--- config.mk ---
export PLATFORM = sky130hd
export DESIGN_NAME = gps_nav_epoch_scheduler
export DESIGN_NICKNAME = d
export VERILOG_FILES = /design/src/rtl/gps_nav_epoch_scheduler.sv
export SDC_FILE = /design/constraint.sdc
export NUM_CORES = 1
export LEC_CHECK = 0
export ABC_AREA = 1
export CORE_UTILIZATION = 30
export DETAILED_ROUTE_END_ITERATION = 8
export HOLD_SLACK_MARGIN = 0.05
export SYNTH_ARGS = -nofsm -noshare
export SYNTH_HDL_FRONTEND = slang
export SYNTH_SLANG_ARGS = --single-unit
--- constraint.sdc ---
create_clock -name clk_i -period 3.3 [get_ports clk_i]
set_clock_uncertainty 0.2 [all_clocks]
set_input_delay 0.495 -clock clk_i [delete_from_list [all_inputs] [get_ports clk_i]]
set_output_delay 0.495 -clock clk_i [all_outputs]
set_load 0.005 [all_outputs]
--- src/rtl/gps_nav_epoch_scheduler.sv ---
// GPS navigation epoch scheduler: epoch timer plus a load -> solve -> velocity -> integrity
// sequencer that publishes fix_valid/alert once per epoch and counts missed epoch ticks.
module gps_nav_epoch_scheduler #(
  parameter int EPOCH_CYCLES   = 1000,
  parameter int NUM_CH         = 8,
  parameter int MIN_CH         = 4,
  parameter int TIMEOUT_CYCLES = 64
) (
  input  logic                      clk_i,
  input  logic                      rst_ni,
  input  logic                      enable_i,
  input  logic [NUM_CH-1:0]         ch_valid_i,
  output logic [NUM_CH-1:0]         ch_ack_o,
  output logic                      meas_load_o,
  output logic [$clog2(NUM_CH)-1:0] solver_ch_sel_o,
  output logic                      solve_start_o,
  input  logic                      solve_done_i,
  input  logic                      solve_fail_i,
  output logic                      vel_start_o,
  input  logic                      vel_done_i,
  output logic                      integ_start_o,
  input  logic                      integ_done_i,
  input  logic                      integ_alert_i,
  output logic                      epoch_tick_o,
  output logic                      busy_o,
  output logic                      fix_valid_o,
  output logic                      alert_o,
  output logic [15:0]               overrun_cnt_o
);
  localparam int CH_W = $clog2(NUM_CH);
  localparam int EC_W = $clog2(EPOCH_CYCLES);
  localparam int TO_W = $clog2(TIMEOUT_CYCLES);

  typedef enum logic [2:0] {S_IDLE, S_LOAD, S_SOLVE, S_VEL, S_INTEG, S_PUBLISH} state_e;

  state_e            state_q;
  logic [EC_W-1:0]   epoch_cnt_q, epoch_cnt_d;
  logic [15:0]       ovr_q, ovr_d;
  logic [NUM_CH-1:0] pending_q, pick_src, low_oh;
  logic [CH_W-1:0]   low_idx;
  logic              low_found;
  logic [TO_W-1:0]   tmo_q;
  logic              tmo_hit, enough_ch, epoch_tick, busy;
  logic              fix_q, alert_cap_q, fix_valid_q, alert_q;
  logic [NUM_CH-1:0] ch_ack_q;
  logic              meas_load_q, solve_start_q, vel_start_q, integ_start_q;
  logic [CH_W-1:0]   sel_q;

  assign epoch_tick = enable_i && (epoch_cnt_q == EC_W'(EPOCH_CYCLES - 1));
  assign busy       = (state_q != S_IDLE);
  assign tmo_hit    = (tmo_q == TO_W'(TIMEOUT_CYCLES - 1));
  assign enough_ch  = ($countones(ch_valid_i) >= MIN_CH);
  // In IDLE the pick works on the live inputs so the first load can leave with the snapshot.
  assign pick_src   = busy ? pending_q : ch_valid_i;

  always_comb begin
    epoch_cnt_d = '0;
    if (enable_i && !epoch_tick) epoch_cnt_d = epoch_cnt_q + 1'b1;
    ovr_d = ovr_q;
    if (epoch_tick && busy && (ovr_q != 16'hFFFF)) ovr_d = ovr_q + 16'd1;
  end

  always_comb begin
    low_idx   = '0;
    low_oh    = '0;
    low_found = 1'b0;
    for (int k = 0; k < NUM_CH; k++) begin
      if (!low_found && pick_src[k]) begin
        low_found = 1'b1;
        low_idx   = CH_W'(k);
        low_oh[k] = 1'b1;
      end
    end
  end

  always_ff @(posedge clk_i or negedge rst_ni) begin
    if (!rst_ni) begin
      epoch_cnt_q <= '0;
      ovr_q       <= '0;
    end else begin
      epoch_cnt_q <= epoch_cnt_d;
      ovr_q       <= ovr_d;
    end
  end

  always_ff @(posedge clk_i or negedge rst_ni) begin
    if (!rst_ni) begin
      state_q       <= S_IDLE;
      pending_q     <= '0;
      tmo_q         <= '0;
      fix_q         <= 1'b0;
      alert_cap_q   <= 1'b0;
      fix_valid_q   <= 1'b0;
      alert_q       <= 1'b0;
      ch_ack_q      <= '0;
      meas_load_q   <= 1'b0;
      sel_q         <= '0;
      solve_start_q <= 1'b0;
      vel_start_q   <= 1'b0;
      integ_start_q <= 1'b0;
    end else begin
      ch_ack_q      <= '0;
      meas_load_q   <= 1'b0;
      sel_q         <= '0;
      solve_start_q <= 1'b0;
      vel_start_q   <= 1'b0;
      integ_start_q <= 1'b0;
      case (state_q)
        S_IDLE: if (epoch_tick) begin
          fix_q       <= 1'b0;
          alert_cap_q <= 1'b0;
          if (!enough_ch) begin
            state_q <= S_PUBLISH;
          end else begin
            meas_load_q <= 1'b1;
            sel_q       <= low_idx;
            ch_ack_q    <= low_oh;
            pending_q   <= ch_valid_i & ~low_oh;
            state_q     <= S_LOAD;
          end
        end
        S_LOAD: if (|pending_q) begin
          meas_load_q <= 1'b1;
          sel_q       <= low_idx;
          ch_ack_q    <= low_oh;
          pending_q   <= pending_q & ~low_oh;
        end else begin
          solve_start_q <= 1'b1;
          tmo_q         <= '0;
          state_q       <= S_SOLVE;
        end
        S_SOLVE: if (solve_done_i) begin
          if (solve_fail_i) begin
            state_q <= S_PUBLISH;
          end else begin
            vel_start_q <= 1'b1;
            tmo_q       <= '0;
            state_q     <= S_VEL;
          end
        end else if (tmo_hit) begin
          alert_cap_q <= 1'b1;
          state_q     <= S_PUBLISH;
        end else begin
          tmo_q <= tmo_q + 1'b1;
        end
        S_VEL: if (vel_done_i) begin
          integ_start_q <= 1'b1;
          tmo_q         <= '0;
          state_q       <= S_INTEG;
        end else if (tmo_hit) begin
          alert_cap_q <= 1'b1;
          state_q     <= S_PUBLISH;
        end else begin
          tmo_q <= tmo_q + 1'b1;
        end
        S_INTEG: if (integ_done_i) begin
          alert_cap_q <= integ_alert_i;
          fix_q       <= 1'b1;
          state_q     <= S_PUBLISH;
        end else if (tmo_hit) begin
          alert_cap_q <= 1'b1;
          state_q     <= S_PUBLISH;
        end else begin
          tmo_q <= tmo_q + 1'b1;
        end
        S_PUBLISH: begin
          fix_valid_q <= fix_q;
          alert_q     <= alert_cap_q;
          state_q     <= S_IDLE;
        end
        default: state_q <= S_IDLE;
      endcase
    end
  end

  assign ch_ack_o        = ch_ack_q;
  assign meas_load_o     = meas_load_q;
  assign solver_ch_sel_o = sel_q;
  assign solve_start_o   = solve_start_q;
  assign vel_start_o     = vel_start_q;
  assign integ_start_o   = integ_start_q;
  assign epoch_tick_o    = epoch_tick;
  assign busy_o          = busy;
  assign fix_valid_o     = fix_valid_q;
  assign alert_o         = alert_q;
  assign overrun_cnt_o   = ovr_q;
endmodule
# Word level (Yosys, flattened, before mapping)
# Cells that the tools add are included.
# W data, S select, Z words.
[classes] bitwise=3 muxes=70 addsub=10 magnitude_cmp=1 n_eq_ne=17 n_reduce_logical=31
[ops] operator="$mux W8" count=7
[ops] operator="$mux W3" count=17
[ops] operator="$mux W6" count=6
[ops] operator="$pmux W8 S2" count=2
[ops] operator="$mux W1" count=31
[ops] operator="$pmux W6 S4" count=1
[ops] operator="$add A16 B1 Y16 const B" count=1
[ops] operator="$and A8 B8 Y8" count=2
[ops] operator="$ne A16 B16 Y1 const B" count=1
[ops] operator="$ne A2 B2 Y1 const B" count=8
[ops] operator="$pmux W3 S5" count=1
[ops] operator="$reduce_and A4 Y1" count=3
[ops] operator="$logic_and A1 B1 Y1" count=11
[ops] operator="$add A10 B1 Y10 const B" count=1
[ops] operator="$eq A10 B10 Y1 const B" count=1
[ops] operator="$mux W10" count=1
[ops] operator="$add A1 B1 Y2" count=4
[ops] operator="$logic_not A1 Y1" count=8
[ops] operator="$not A8 Y8" count=1
[ops] operator="$reduce_bool A4 Y1" count=2
[ops] operator="$reduce_or A8 Y1" count=1
[ops] operator="$add A2 B2 Y3" count=2
[ops] operator="$add A6 B1 Y6 const B" count=1
[ops] operator="$eq A3 B2 Y1 const B" count=2
[ops] operator="14 further kinds" count=17
[word_totals] elab_cells=147 reg_bits=62 out_inout_bits=35 inputBits=16

# Longest topological paths before layout
# Gate-level depths: netlist of run 1.
[depth] depth_word=29 ltp_mapped=13 ltp_nobuf=12

# Least setup slack after synthesis of run 1
# No wires, ideal clock.
[synth_path] kind="input-to-reg" startpoint="input port ch_valid_i[0]" endpoint="register pending_q[1]" setup_ps=87 path_stages=12 slack_ps=264 n_path_buf=1 t_arrival_ps=2749 t_required_ps=3013 cell_sequence="fa_1 -> inv_1 -> fa_1 -> fa_1 -> inv_1 -> ha_1 -> nand2_1 -> nand2_1 -> nand3_4 -> nand2_2 -> buf_4 -> a22oi_1"
[synth_via] elab_chain_len=10 elab_cells_between_ends=18 classes_between="add/sub (3); order compare (1); eq/ne (1); mux (7); bitwise (3); reduce/logical (3)"
[synth_lines] element="start, declared" line_no="12" text="input logic [NUM_CH-1:0] ch_valid_i,"
[synth_lines] element="parallel branches: the longest is 10 deep, another holds $add A3 B3 Y4"
[synth_lines] element="end signal, assigned" line_no="118" text="pending_q <= ch_valid_i & ~low_oh;"
[synth_lines] element="end signal, assigned" line_no="126" text="pending_q <= pending_q & ~low_oh;"
[synth_lines] element="end, declared" line_no="39" text="logic [NUM_CH-1:0] pending_q, pick_src, low_oh;"
# Several ways; the timed one is not identified. The select of a mux whose other input is x is not followed.
# A chain may end at the register's enable or synchronous reset.

# Worst setup path after layout of run 1
[layout_path] startpoint="input port ch_valid_i[3]" endpoint="register pending_q[7]"
[layout_via] elab_chain_len=20 elab_cells_between_ends=28 classes_between="add/sub (3); order compare (1); eq/ne (1); mux (10); bitwise (3); reduce/logical (10)"
[layout_lines] element="$mux W8" line_no="54" text="assign pick_src = busy ? pending_q : ch_valid_i;"
[layout_lines] element="$logic_and A1 B1 Y1" line_no="68" text="if (!low_found && pick_src[k]) begin"
[layout_lines] element="$mux W1" line_no="68"
[layout_lines] element="$logic_not A1 Y1" line_no="68"
[layout_lines] element="$logic_and A1 B1 Y1" line_no="68"
[layout_lines] element="$mux W1" line_no="68"
[layout_lines] element="$logic_not A1 Y1" line_no="68"
[layout_lines] element="$logic_and A1 B1 Y1" line_no="68"
[layout_lines] element="(+4 left out)"
[layout_lines] element="$logic_not A1 Y1" line_no="68"
[layout_lines] element="$logic_and A1 B1 Y1" line_no="68"
[layout_lines] element="$mux W1" line_no="68"
[layout_lines] element="$not A8 Y8" line_no="118, 126"
[layout_lines] element="$and A8 B8 Y8" line_no="118"
[layout_lines] element="$mux W8" line_no="112" text="if (!enough_ch) begin"
[layout_lines] element="$mux W8" line_no="109" text="S_IDLE: if (epoch_tick) begin"
[layout_lines] element="$pmux W8 S2" line_no="108" text="case (state_q)"
# Parallel ways exist; a longest one is shown, timed or not. The select of a mux whose other input is x is not followed.

==> metrics.txt, run 1 <==
Synth warnings=0; ys async rst share=1.000; CTS tree=yes; Worst setup SP type=input port; Crit Path Max Fanout=7; Crit path depth=13; most frequent cells in the layout=nand2_1, dfrtp_1, inv_1; Synth Area in Compound Gates=0.08405; sequential share of the synthesized area=0.4473; initial antenna violation count=0; Die Y=109.5 um; Vias=roughly 3000; Global Route Usage Sum=0.1523; Routed WL=8214 um; max-slew violations=0; Num CTS Buffers=9; main combinational cell family by area after synthesis=simple AND/OR/NAND/NOR gates; Worst R2R Path Depth=5; Die ar.=around 12000 sq um; H-Tree Level Count=3; Post-CTS Setup Bufs=0; Leak=between 2 and 2.5 nW; FP Rows=38; Hold Crit Class=register to register; Overflow after GRT=0; Simple-Gate Fraction of Synth Area=0.3128; dominant synthesized flop cell=dfrtp_1; worst hold slack=0.2620 ns; Post-Synth Adder-Cell Area=0.03535; clk_lat worst skew=0.33 ns; cell area after synthesis=3468 sq um; largest buffer count on any clock path=2; clock sink count=62; Root Driver=clkbuf_16; syn_nets=451; endpoint type of the worst setup path=register; Pwr per Cell Area=around 670 nW/um^2; Worst-path clk slew=0.05 ns; RR Endpoint=overrun_cnt_o[15]$_DFFE_PN0P_; vias in the first global route=between 2000 and 3000; post-synthesis mux area share=0.003247; Final Hold Viols=0; first-pass GRT wire length=13910 um; vias per cell=4.708; max-cap violation count=0; sequence of cells on the critical path=clkdlybuf4s50_1 -> fa_1 -> inv_1 -> fa_1 -> fa_2 -> inv_1 -> ha_1 -> nand2_1 -> nand2_2 -> nand3_4 -> buf_4 -> nand2_1 -> a21boi_2; Core Box Area=~11000 sq um; Nets=a little over 500; RSZ-0062 raised after global routing=false; Crit path max-delay family=adder cells; fin crit share=0.9599; drt first pass iters=4; filler instances=between 1000 and 1500; xor and xnor area share after synthesis=0.03788; Final GP Congestion=between 0.8 and 0.9; number of synthesized register bits=62; remaining routing DRC violations=0; Seq. cell area=~1600 sq um; Worst Path Buf+Inv=4; worst reg-to-reg setup slack=about 1.1 ns; Max-Slew Margin vs Limit=0.5088; ANT cells=0; largest net degree at the start of global routing=44; Worst Setup SP=ch_valid_i[3]; area of the multi-input gates=1655 sq um; status=finished, final reports clean; leading cell type in the layout, fill and taps excluded=nand2_1; Cell variety after synth=42; final critical-path required period=3.168 ns; Max Fclk=0.3157 GHz; Worst path slowest cell=fa_1; Initial Util=0.3144; Worst path max stage delay=0.49 ns; final setup fails=0; Port Buffers=50; Avg Cell Area, Syn=slightly above 8 sq um; DP HPWL=6315 um; hold depth=1; Post-synth EDFFs=0; area grow syn2layout=28.79%; Post-Synthesis Cells=between 400 and 500; Die Wd=109.5 um; drt wl/cell=12.92 um; ANT nets after route=0; CP required=approximately 3.3 ns; IR drop worst, VDD=0.0002929 V; Crit path arrival time=about 3.2 ns; drt first-iter violations=121; Slew @ Worst Pin=0.7329 ns; RR Startpoint=state_q[0]$_DFFE_PN0P_; CP Class=input port to register; Pwr Total=around 0.003 W; layout cell share with drive strength beyond 1=0.1190; worst setup path endpoint=pending_q[7]$_DFFE_PN0P_; I/O pin total=51
[synth_stat cells, drive strengths merged, types with 2 or more instances]
master,n,area share
buf,3,0.0069
ha,5,0.018
a21boi,2,0.0043
nand2,95,0.11
nand3,37,0.062
fa,3,0.017
o22ai,5,0.0090
a22oi,6,0.013
xnor2,3,0.0076
nor4,2,0.0036
inv,67,0.073
nand4,13,0.025
xor2,12,0.030
nor3,11,0.021
nor2,61,0.082
o21ai,23,0.036
dfrtp,62,0.45
a21oi,7,0.010
nand3b,2,0.0043
[metal layers]
metal / global-route usage / vias up / wire length (um)
met4: 0.04857 / 0 / 62
met2: 0.2471 / 62 / 3967
met3: 0.04209 / 7 / 300
met5: 0 / - / 0
li1: - / 1509 / -
met1: 0.1961 / 1416 / 3883
[registers in the layout, summed over array words and instances (netlist names)]
register         cells
overrun_cnt_o       16
epoch_cnt_q         10
ch_ack_o             8
pending_q            8
tmo_q                6
solver_ch_sel_o      3
state_q              3
alert_cap_q          1
alert_o              1
fix_q                1
fix_valid_o          1
integ_start_o        1
meas_load_o          1
solve_start_o        1
vel_start_o          1
[cells by family (layout without fill, tap and decap cells)]
logic type | after synthesis | after routing
simple gates | 223 | 223
buf+inv | 70 | 139
flops | 62 | 62
compound gates | 48 | 48
xor+xnor | 15 | 15
fa+ha+maj | 8 | 8
mux | 1 | 1
[report_power, final]
part	switching [W]	total (W)	internal, W
logic	0.000765	0.00119	0.000420
clock network	0.000326	0.000866	0.000540
registers	0.0000747	0.000933	0.000859
total	0.00117	0.00299	0.00182
[through the flow]
| stage | setup TNS, ns | utilization | instances | setup WS, ns | cell area [sq um] |
|---|---|---|---|---|---|
| floorplan | 0 | - | 427 | 0.2636 | 3468 |
| global placement | -4.740 | 0.3772 | 620 | -0.2778 | 4160 |
| detailed placement | -6.789 | 0.3772 | 620 | -0.3763 | 4160 |
| CTS | 0 | 0.4032 | 636 | 0.005834 | 4448 |
| global route | 0 | 0.4049 | 636 | 0.003159 | 4467 |
| finish | 0 | 0.4049 | 636 | 0.1322 | 4467 |
[layout make-up]
type	count	area share
Timing Repair Buffer	57	0.1244
Inverter	67	0.05686
Clock inverter	4	0.005042
Clock buffer	11	0.05658
Sequential cell	62	0.3473
Multi-Input combinational cell	295	0.3706
Tap cell	140	0.03922
[repair_timing]
action / 4_1_cts / 5_1_grt
resized for setup: 1 / 6
hold endpoints to repair: 19 / 0
endpoints found under the setup margin: 9 / 21
hold buffers: 1 / 0
pin swaps: 0 / 0
[worst min path at each step]
stage                             start                       end  slack (ns)
3_3_place_gp   epoch_cnt_q[0]$_DFF_PN0_  epoch_cnt_q[0]$_DFF_PN0_        0.25
2_1_floorplan                    rst_ni   alert_cap_q$_DFFE_PN0P_     -0.0006
6_report       epoch_cnt_q[0]$_DFF_PN0_  epoch_cnt_q[0]$_DFF_PN0_        0.26
5_1_grt               fix_q$_DFFE_PN0P_         fix_q$_DFFE_PN0P_        0.30
3_5_place_dp   epoch_cnt_q[0]$_DFF_PN0_  epoch_cnt_q[0]$_DFF_PN0_        0.26
4_1_cts        epoch_cnt_q[0]$_DFF_PN0_  epoch_cnt_q[0]$_DFF_PN0_        0.27
Note: power is estimated with default switching activity, not from simulation.
==> run 2, diff against run 1 <==
--- a/config.mk
+++ b/config.mk
@@ -6,6 +6,7 @@
 export NUM_CORES = 1
 export LEC_CHECK = 0
 export ABC_AREA = 1
+export CORE_MARGIN = 2
 export CORE_UTILIZATION = 30
 export DETAILED_ROUTE_END_ITERATION = 8
 export HOLD_SLACK_MARGIN = 0.05
==> metrics.txt, run 2 (synthesis gave the netlist of run 1 again) <==
Worst Path Buf+Inv=4; filler instances=~1100; drt first pass iters=5; drt wl/cell=13.09 um; area of the multi-input gates=1655 sq um; CP Class=input port to register; Max-Slew Margin vs Limit=0.5280; Leak=2.138 nW; clk_lat worst skew=0.32 ns; Finished Cell Area=between 4000 and 5000 sq um; Root Driver=clkbuf_16; Die Wd=111.5 um; Nets=just over 500; vias per cell=4.716; max-cap violation count=0; Crit path arrival time=2.91 ns; Final Hold Viols=0; H-Tree Level Count=3; DP HPWL=6434 um; max-slew violations=0; largest net degree at the start of global routing=36; clock sink count=slightly above 60; Vias=3023; Initial Util=0.3051; Worst setup SP type=input port; final core occ=0.3975; met3 usage=0.03048; sequence of cells on the critical path=dlymetal6s2s_1 -> fa_1 -> inv_1 -> fa_1 -> fa_1 -> inv_1 -> ha_1 -> nand2_1 -> nand2_1 -> nand3_4 -> buf_6 -> nand2_1 -> a21boi_1; Crit Path Max Fanout=7; FP Rows=39; Routed WL=roughly 8400 um; RSZ-0062 raised after global routing=false; Hold Crit Class=register to register; Global Route Usage Sum=0.1398; setup TNS=0 ns; initial antenna violation count=0; Pwr Total=~0.0031 W; remaining routing DRC violations=0; GRT met1 Usage=0.1800; most frequent cells in the layout=nand2_1, dfrtp_1, inv_1; Core Box Area=11370 sq um; vias in the first global route=3075; final setup fails=0; IR drop worst, VDD=approximately 0.00025 V; Seq. cell area=1551 sq um; leading cell type in the layout, fill and taps excluded=nand2_1; largest buffer count on any clock path=2; Die ar.=about 12000 sq um; final critical-path required period=2.910 ns; CTS tree=yes; layout cell share with drive strength beyond 1=0.1165; Overflow after GRT=0; status=finished, final reports clean; Worst path max stage delay=approximately 0.53 ns; met2 usage in global routing=0.2370; Port Buffers=50; ANT nets after route=0; Final GP Congestion=0.8978; Max Fclk=between 0.3 and 0.4 GHz; ANT cells=0; CP required=3.30 ns; Die Y=~110 um; fin crit share=0.8818; I/O pin total=51; Num CTS Buffers=9; Worst-path clk slew=~0.050 ns; first-pass GRT wire length=14250 um; Placed Area=4172 sq um; drt first-iter violations=roughly 140; Crit path max-delay family=adder cells; worst hold slack=0.2797 ns; endpoint type of the worst setup path=register; Pwr per Cell Area=684.6 nW/um^2; Worst path slowest cell=fa_1; layer with the highest usage=met2; area grow syn2layout=30.30%; Slew @ Worst Pin=0.7041 ns; max reg flops=16
run 2: path summary, 6_finish.rpt:
check / start / endpoint / slack [ns] / cells after the start
min in group asynchronous: rst_ni / epoch_cnt_q[6]$_DFF_PN0_ / 0.52 / 2
max reg2reg: state_q[0]$_DFFE_PN0P_ / overrun_cnt_o[11]$_DFFE_PN0P_ / 1.13 / 5
min: epoch_cnt_q[0]$_DFF_PN0_ / epoch_cnt_q[0]$_DFF_PN0_ / 0.28 / 1
max in group asynchronous: rst_ni / pending_q[7]$_DFFE_PN0P_ / 1.50 / 3
max: ch_valid_i[0] / pending_q[7]$_DFFE_PN0P_ / 0.39 / 13
min reg2reg: epoch_cnt_q[0]$_DFF_PN0_ / epoch_cnt_q[0]$_DFF_PN0_ / 0.28 / 1
run 2: area by class of cell:
class                           count  area share
Multi-Input combinational cell    295      0.3663
Sequential cell                    62      0.3433
Timing Repair Buffer               58      0.1260
Inverter                           67     0.05620
Clock buffer                       11     0.05592
Tap cell                          143     0.03959
Clock inverter                      5     0.01274
run 2: timing repair:
item                                    4_1_cts  5_1_grt
hold buffers                                  1        0
pin swaps                                     0        1
buffers inserted                              0        0
hold endpoints to repair                     27        0
gates resized for setup                       1        6
endpoints found under the setup margin        1       21
run 2: where the power goes:
| part | switching [W] | total (W) | internal (W) |
|---|---|---|---|
| Clock | 0.000344 | 0.000970 | 0.000625 |
| Combinational | 0.000762 | 0.00119 | 0.000428 |
| Sequential | 0.0000762 | 0.000935 | 0.000858 |
run 2: metal layers:
layer  wire length (um)  vias to the layer above
li1                   -                     1523
met2               4142                       58
met1               3866                     1432
met4                 72                        0
met5                  0                        -
met3                306                       10
run 2: through the flow:
stage	setup WS, ns	instances
2_1_floorplan	0.2636	427
3_3_place_gp	-0.2781	624
3_5_place_dp	-0.3399	624
4_1_cts	0.01808	641
5_1_grt	0.2531	641
6_report	0.3901	641
